<file path="config.mk">
export PLATFORM = sky130hd
export DESIGN_NAME = sd_clk_gen
export DESIGN_NICKNAME = d
export VERILOG_FILES = /design/src/rtl/sd_clk_pkg.sv /design/src/rtl/sd_clk_gen.sv
export SDC_FILE = /design/constraint.sdc
export NUM_CORES = 1
export LEC_CHECK = 0
export CORE_MARGIN = 2
export CORE_UTILIZATION = 25
export DETAILED_ROUTE_END_ITERATION = 10
export SKIP_LAST_GASP = 1
export SLEW_MARGIN = 20
export SYNTH_ARGS = -nofsm -noshare
export SYNTH_HDL_FRONTEND = slang
export SYNTH_SLANG_ARGS = --single-unit
</file>
<file path="constraint.sdc">
create_clock -name i_clk -period 1.6 [get_ports i_clk]
set_clock_uncertainty 0.05 [all_clocks]
set_input_delay 0.16 -clock i_clk [delete_from_list [all_inputs] [get_ports i_clk]]
set_output_delay 0.16 -clock i_clk [all_outputs]
set_load 0.01 [all_outputs]
</file>
<file path="src/rtl/sd_clk_pkg.sv">
// sd_clk_pkg: shared state encoding and divisor constants for the SD clock generator
package sd_clk_pkg;
  typedef enum logic [1:0] {STOPPED, RUN, DRAIN} state_t;
  localparam int DIV_W_DEF    = 16;
  localparam int DIV_400K_50M = 62;
  localparam int DIV_25M_50M  = 0;
endpackage

</file>
<file path="src/rtl/sd_clk_gen.sv">
// sd_clk_gen: run-time programmable SD card clock with glitch-free divisor updates and stop/start
// Ports:
//   i_clk      system clock, all logic on rising edge
//   i_reset    synchronous active-low reset
//   i_clk_en   level request to run sd_clk
//   i_div      half period minus one, in i_clk cycles
//   i_div_wr   one-cycle pulse capturing i_div
//   o_div_busy written divisor pending, not yet applied
//   o_sd_clk   registered SD clock
//   o_sd_rise  high in the cycle o_sd_clk goes 0->1
//   o_sd_fall  high in the cycle o_sd_clk goes 1->0
//   o_running  generator is not stopped
//   i_stall / o_stalled  low-phase hold, present only with SD_CLK_STALL_EN defined
module sd_clk_gen
  import sd_clk_pkg::*;
#(
  parameter int DIV_W     = DIV_W_DEF,
  parameter int DIV_RESET = DIV_400K_50M
) (
  input  logic             i_clk,
  input  logic             i_reset,
  input  logic             i_clk_en,
  input  logic [DIV_W-1:0] i_div,
  input  logic             i_div_wr,
`ifdef SD_CLK_STALL_EN
  input  logic             i_stall,
  output logic             o_stalled,
`endif
  output logic             o_div_busy,
  output logic             o_sd_clk,
  output logic             o_sd_rise,
  output logic             o_sd_fall,
  output logic             o_running
);
  state_t           r_state;
  logic [DIV_W-1:0] r_cnt;
  logic [DIV_W-1:0] r_div_q;
  logic [DIV_W-1:0] r_pend;
  logic             r_busy;
  logic             r_sd_clk;
  logic             r_rise;
  logic             r_fall;
  logic             r_running;
  logic             w_stall;
  logic             w_tick;
  logic             w_low_stop;
  logic             w_hold;
  logic             w_end;
  logic [DIV_W-1:0] w_div_stop;
  logic [DIV_W-1:0] w_div_fall;
`ifdef SD_CLK_STALL_EN
  logic             r_stalled;
  assign w_stall   = i_stall;
  assign o_stalled = r_stalled;
`else
  assign w_stall   = 1'b0;
`endif
  assign w_tick     = r_cnt == r_div_q;
  // stopping is only allowed from the low phase; high phases always finish
  assign w_low_stop = r_state == RUN && !r_sd_clk && !i_clk_en;
  assign w_hold     = r_state == RUN && !r_sd_clk && w_stall;
  assign w_end      = r_state == DRAIN || !i_clk_en;
  // on entry to STOPPED a same-cycle write wins over an older pending value
  assign w_div_stop = i_div_wr ? i_div : (r_busy ? r_pend : r_div_q);
  assign w_div_fall = r_busy ? r_pend : r_div_q;
  always_ff @(posedge i_clk) begin
    if (!i_reset) begin
      r_state   <= STOPPED;
      r_cnt     <= '0;
      r_div_q   <= DIV_W'(DIV_RESET);
      r_pend    <= DIV_W'(DIV_RESET);
      r_busy    <= 1'b0;
      r_sd_clk  <= 1'b0;
      r_rise    <= 1'b0;
      r_fall    <= 1'b0;
      r_running <= 1'b0;
`ifdef SD_CLK_STALL_EN
      r_stalled <= 1'b0;
`endif
    end else begin
      r_rise <= 1'b0;
      r_fall <= 1'b0;
`ifdef SD_CLK_STALL_EN
      r_stalled <= 1'b0;
`endif
      if (r_state == STOPPED) begin
        r_sd_clk <= 1'b0;
        r_cnt    <= '0;
        if (i_div_wr) r_div_q <= i_div;
        if (i_clk_en) begin
          r_state   <= RUN;
          r_running <= 1'b1;
        end
      end else begin
        if (i_div_wr) begin
          r_pend <= i_div;
          r_busy <= 1'b1;
        end
        if (w_low_stop) begin
          r_state   <= STOPPED;
          r_running <= 1'b0;
          r_cnt     <= '0;
          r_div_q   <= w_div_stop;
          r_busy    <= 1'b0;
        end else if (w_hold) begin
          r_cnt <= '0;
`ifdef SD_CLK_STALL_EN
          r_stalled <= 1'b1;
`endif
        end else if (w_tick) begin
          r_cnt    <= '0;
          r_sd_clk <= !r_sd_clk;
          r_rise   <= !r_sd_clk;
          r_fall   <= r_sd_clk;
          // divisor changes only at a fall, so the next low phase uses the new value
          if (r_sd_clk) begin
            if (w_end) begin
              r_state   <= STOPPED;
              r_running <= 1'b0;
              r_div_q   <= w_div_stop;
              r_busy    <= 1'b0;
            end else begin
              r_div_q <= w_div_fall;
              r_busy  <= i_div_wr;
            end
          end
        end else begin
          r_cnt <= r_cnt + DIV_W'(1);
          if (r_sd_clk && !i_clk_en) r_state <= DRAIN;
        end
      end
    end
  end
  assign o_div_busy = r_busy;
  assign o_sd_clk   = r_sd_clk;
  assign o_sd_rise  = r_rise;
  assign o_sd_fall  = r_fall;
  assign o_running  = r_running;
endmodule

</file>
== Word-level counts from Yosys, hierarchy flattened ==
Index checks and enable logic that the tools add are counted.
W data, S select, Z words.
Storage, ports and cells
  bits in registers: 55
  output and inout bits: 5
  logic and storage cells: 66
Cells by class
  reductions and logical operators: 19
  $add $sub $neg: 1
  mux-type cells: 26
  bitwise logic cells: 4
  eq/ne operators: 7
Operator list (number)
  $mux W16: 8
  $add A16 B1 Y16 const B: 1
  $eq A16 B16 Y1: 1
  $mux W2: 7
  $mux W1: 11
  $reduce_bool A3 Y1: 3
  $reduce_and A4 Y1: 2
  $reduce_or A4 Y1: 2
  $ne A2 B2 Y1 const B: 2
  $ne A4 B1 Y1 const B: 1
  $ne A4 B2 Y1 const B: 1
  $not A1 Y1: 4
  $reduce_and A2 Y1: 2
  $reduce_bool A4 Y1: 1
  $logic_and A1 B1 Y1: 3
  $reduce_and A3 Y1: 1
  $eq A2 B1 Y1 const B: 1
  $eq A2 B2 Y1 const B: 1
  $logic_not A1 Y1: 2
  $logic_not A2 Y1: 1
  $reduce_or A2 Y1: 1
  $logic_or A1 B1 Y1: 1

== Logic depth before layout (Yosys ltp) ==
  depth after elaboration: 7
  gate-level depth with buffers: 8
  gate-level depth less buffers: 5

== Least setup slack after synthesis ==
No wires, ideal clock.
  path type: reg-to-reg
  start point: register r_cnt[11]
  end point: register r_cnt[15]
  period minus slack after synthesis: 1814 ps
  stages on the path, launching flop included: 8
  setup time: 115 ps
  path buffers: 2
  data arrival time: 1650 ps
  required time: 1435 ps
  slack: -214 ps
  cells stage by stage: dfxtp_1 xnor2_1 nand4_1 nor4_4 or2_1 clkbuf_2 buf_6 nor2_1
On the way
  word-level cells in the longest chain between the ends: 2
Ends and longest elaborated chain
  start, declared: RTL line sd_clk_gen.sv:36  | logic [DIV_W-1:0] r_cnt;
  start signal, assigned: RTL line sd_clk_gen.sv:128  | r_cnt <= r_cnt + DIV_W'(1);
  parallel branches: the longest is 2 deep, another holds $add A16 B1 Y16
Parallel ways; which one is timed is not known.
A chain may end at the register's enable or synchronous reset.

== Final worst setup path ==
  start point: register r_cnt[3]
  end point: register r_state[1]
On the way
  word-level cells in the longest chain between the ends: 4
Ends and longest elaborated chain
  $eq A16 B16 Y1 (*): RTL line sd_clk_gen.sv:58  | assign w_tick = r_cnt == r_div_q;
  $mux W2: RTL line sd_clk_gen.sv:110  | end else if (w_tick) begin
  $mux W2: RTL line sd_clk_gen.sv:99  | if (w_low_stop) begin
  $mux W2: RTL line sd_clk_gen.sv:86  | if (r_state == STOPPED) begin
  end signal, assigned: RTL line sd_clk_gen.sv:91  | r_state <= RUN;
  end signal, assigned: RTL line sd_clk_gen.sv:100  | r_state <= STOPPED;
  end signal, assigned: RTL line sd_clk_gen.sv:118  | r_state <= STOPPED;
  end, declared: RTL line sd_clk_gen.sv:35  | state_t r_state;
Mark *: on every way between the ends. The rest lies on a longest branch, timed or not.

==> qor.yml <==
synthesis:
  netlist_area_um2: 2740
  syn_nets: 337
  yosysTopAreaCellShare: 0.4018
  yosysWarnings: 0
  ys_types: 36
  synth_area_per_cell_um2: 8.671
  synth-seq-cells: 55
  synth_area_leader_cell: "dfxtp_1"
  synth_area_leaders: "dfxtp_1 40%, mux2i_1 9.9%, nand2_1 9.3%"
  yosysSeqAreaShare: 0.4018
  synthCells: 316
timing:
  worst_slew_margin_rel: 0.7546
  fin_crit_sh: 1.095
  setup_tns_ns: -3.752
  min_period_ns: 1.751
  fin_ws_ns: -0.1513
  fmax_ghz: 0.5710
  hold_slack_ns: 0.3795
  maxSlewViolCount: 0
  hold_viol: 0
  worst_pin_slew_ns: 0.3647
  setup_viol: 37
  rsz0062_at_grt: "yes"
global_routing:
  antenna_found_initial: 0
  grt_pass1_vias: 2277
  grt_pass1_wl_mm: 10.50
  grt.total_usage: 0.1118
  grt_overflow_total: 0
  grt_max_degree: 23
layout:
  diodes: 0
  drive_gt1_frac: 0.2351
  layout_commonest_cell: "nand2_1"
  final_nets: 407
  area_growth_pct: 35.66
  fin_cells: 527
  final_cell_mix: "68 x nand2_1, 53 x buf_4, 44 x dfxtp_1"
power:
  swShare: 0.2347
  power_density_nw_per_um2: 813.4
  pwr-share-clk: 0.363
  cellLeakagePower_nw: 1.376
  pwr-share-comb: 0.150
  p_switching_w: 0.0007095
  p_seq_frac: 0.487
  max-vdd-ir-drop_mv: 0.4003
  internal-power_w: 0.002314
hold_path:
  hp-class: "in -> reg"
  worstHoldEndpoint: "r_pend[10]"
  holdCritStartpoint: "i_div[10]"
  worstHoldPathCells: 3
placement:
  dp_hpwl_mm: 4.631
  numPortBuffers: 24
  dp_cells: 517
  gp_congestion: 0.7855
clock_tree:
  tritoncts: "yes"
  cts_buffers: 5
  clock-sinks: 55
  htree_levels: 2
  path_clk_slew_ns: 0.10
  clock_path_buffers: 2
  insertion_delay_ns: 0.31
  clock-root-buffer: "clkbuf_8"
route:
  totalWireLength_mm: 6.168
  num_vias: 2332
  wl_per_cell_um: 11.70
  avgViaCountPerCell: 4.425
  drt_iter0_drc: 50
  final_antenna_net_count: 0
  detail_route.first_pass.iterations: 5
  post-route-drc-count: 0
setup_path:
  reg2reg_from: "r_cnt[3]"
  critical_path_class: "reg -> reg"
  cp.arrival_ns: 1.92
  r2r-end: "r_state[1]"
  start_kind: "flip-flop"
  end_kind: "flip-flop"
  required_ns: 1.77
  r2r.worst_path.cells: 7
  r2r_slack_ns: -0.15
  crit_path_max_fanout: 7
floorplan:
  die_area_um2: 11810
  io_pins: 25
  die_y_um: 108.7
  die_width_um: 108.7
  core-area_um2: 10750
  rows: 38
  start_util: 0.2550
run_status:
  violations: "negative setup slack"
  status: "complete, but fails checks"
run:
  maxCapViolations: 0
## timing repair
item / in CTS / in global routing
setup endpoints to repair: 39 / 40
setup buffers: 1 / 1
resized for setup: 8 / 2
hold buffers: 0 / 0
pin swaps: 3 / 2
## power by group through the flow
stage	logic, W	registers [W]	clock network [W]
after floorplan	0.000249	0.00149	0
after global placement	0.000442	0.00150	0
after detailed placement	0.000453	0.00150	0
after CTS	0.000457	0.00147	0.00112
after global routing	0.000499	0.00148	0.00118
final	0.000455	0.00147	0.00110
## state kept, by name, summed over array words and instances, names as in the netlist, 2 cells and up
name	flops
r_cnt	16
r_pend	16
r_div_q	16
r_state	2
## kinds of logic (layout without fill, tap and decap cells)
group           Yosys count  in the layout  share of synthesized area
compound gates           37             37                    0.09726
xor+xnor                 31             31                    0.09909
fa+ha+maj                 1              1                   0.004565
buf+inv                  24             95                    0.03972
flops                    55             55                     0.4018
mux                      37             37                     0.1397
simple gates            131            131                     0.2178
## cell type report
type,count,area (µm²)
flip-flops and latches,55,1115
repair buffers,81,718.2
fillers,1131,7028
well taps,140,175.2
inverters,6,22.52
multi-input cells,237,1550
clock inverters,3,67.56
clock buffers,5,68.82
## layer usage
metal | up-vias | routed length (µm) | global-route usage
met2 | 17 | 3097 | 0.1978
met1 | 1105 | 2860 | 0.1363
li1 | 1201 | - | -
met3 | 9 | 108 | 0.02032
met4 | 0 | 102 | 0.03755
met5 | - | 0 | 0
## worst max-delay path: stages (launching register included)
cell and delay (ns):
dfxtp_2 0.34, xnor2_2 0.18, nand4_1 0.19, nor4_4 0.29
buf_4 0.18, buf_4 0.15, o21ai_0 0.09, o21a_1 0.18
## cells in the mapped netlist
library cell  instances
a211o_1               1
inv_1                 6
o21ai_0               5
mux2_2               10
buf_2                 2
nand2_1              68
a22o_1                1
or2_1                 1
mux2i_1              27
and3_1                2
xor2_1                7
clkbuf_2              1
nor2_1               23
clkbuf_1             13
dfxtp_1              55
nor4_1                1
nand4_1               6
o21a_1                2
nor3_1                3
ha_1                  1
nand3_1              13
nand3b_1              1
o211ai_1             11
a22oi_1               1
buf_6                 2
xnor2_1              24
a21boi_0             11
nor4_4                1
o21ai_4               1
and4b_1               1
nor3b_1               2
and4_1                1
o21ai_1               1
a21oi_1               3
and2_1                2
nand2b_1              6
## stage by stage
stage	power, W	instance area (µm²)	util	worst slack [ns]
2_1_floorplan	0.001742	2755	-	-0.1390
3_3_place_gp	0.001943	3537	0.3292	-0.3287
3_5_place_dp	0.001954	3537	0.3292	-0.3704
4_1_cts	0.003055	3704	0.3447	-0.1564
5_1_grt	0.003158	3717	0.3459	-0.2232
6_report	0.003024	3717	0.3459	-0.1513
## how the worst max path moves through the flow
stage	start	endpoint	slack, ns	cells after the start
finish	r_cnt[3]	r_state[1]	-0.15	7
global route	r_cnt[3]	r_state[1]	-0.22	7
CTS	r_cnt[3]	r_div_q[3]	-0.16	6
detailed placement	i_clk_en	r_div_q[6]	-0.37	7
global placement	i_clk_en	r_div_q[14]	-0.33	7
floorplan	r_cnt[0]	r_cnt[12]	-0.14	7
Power figures use the tool's default switching activity.
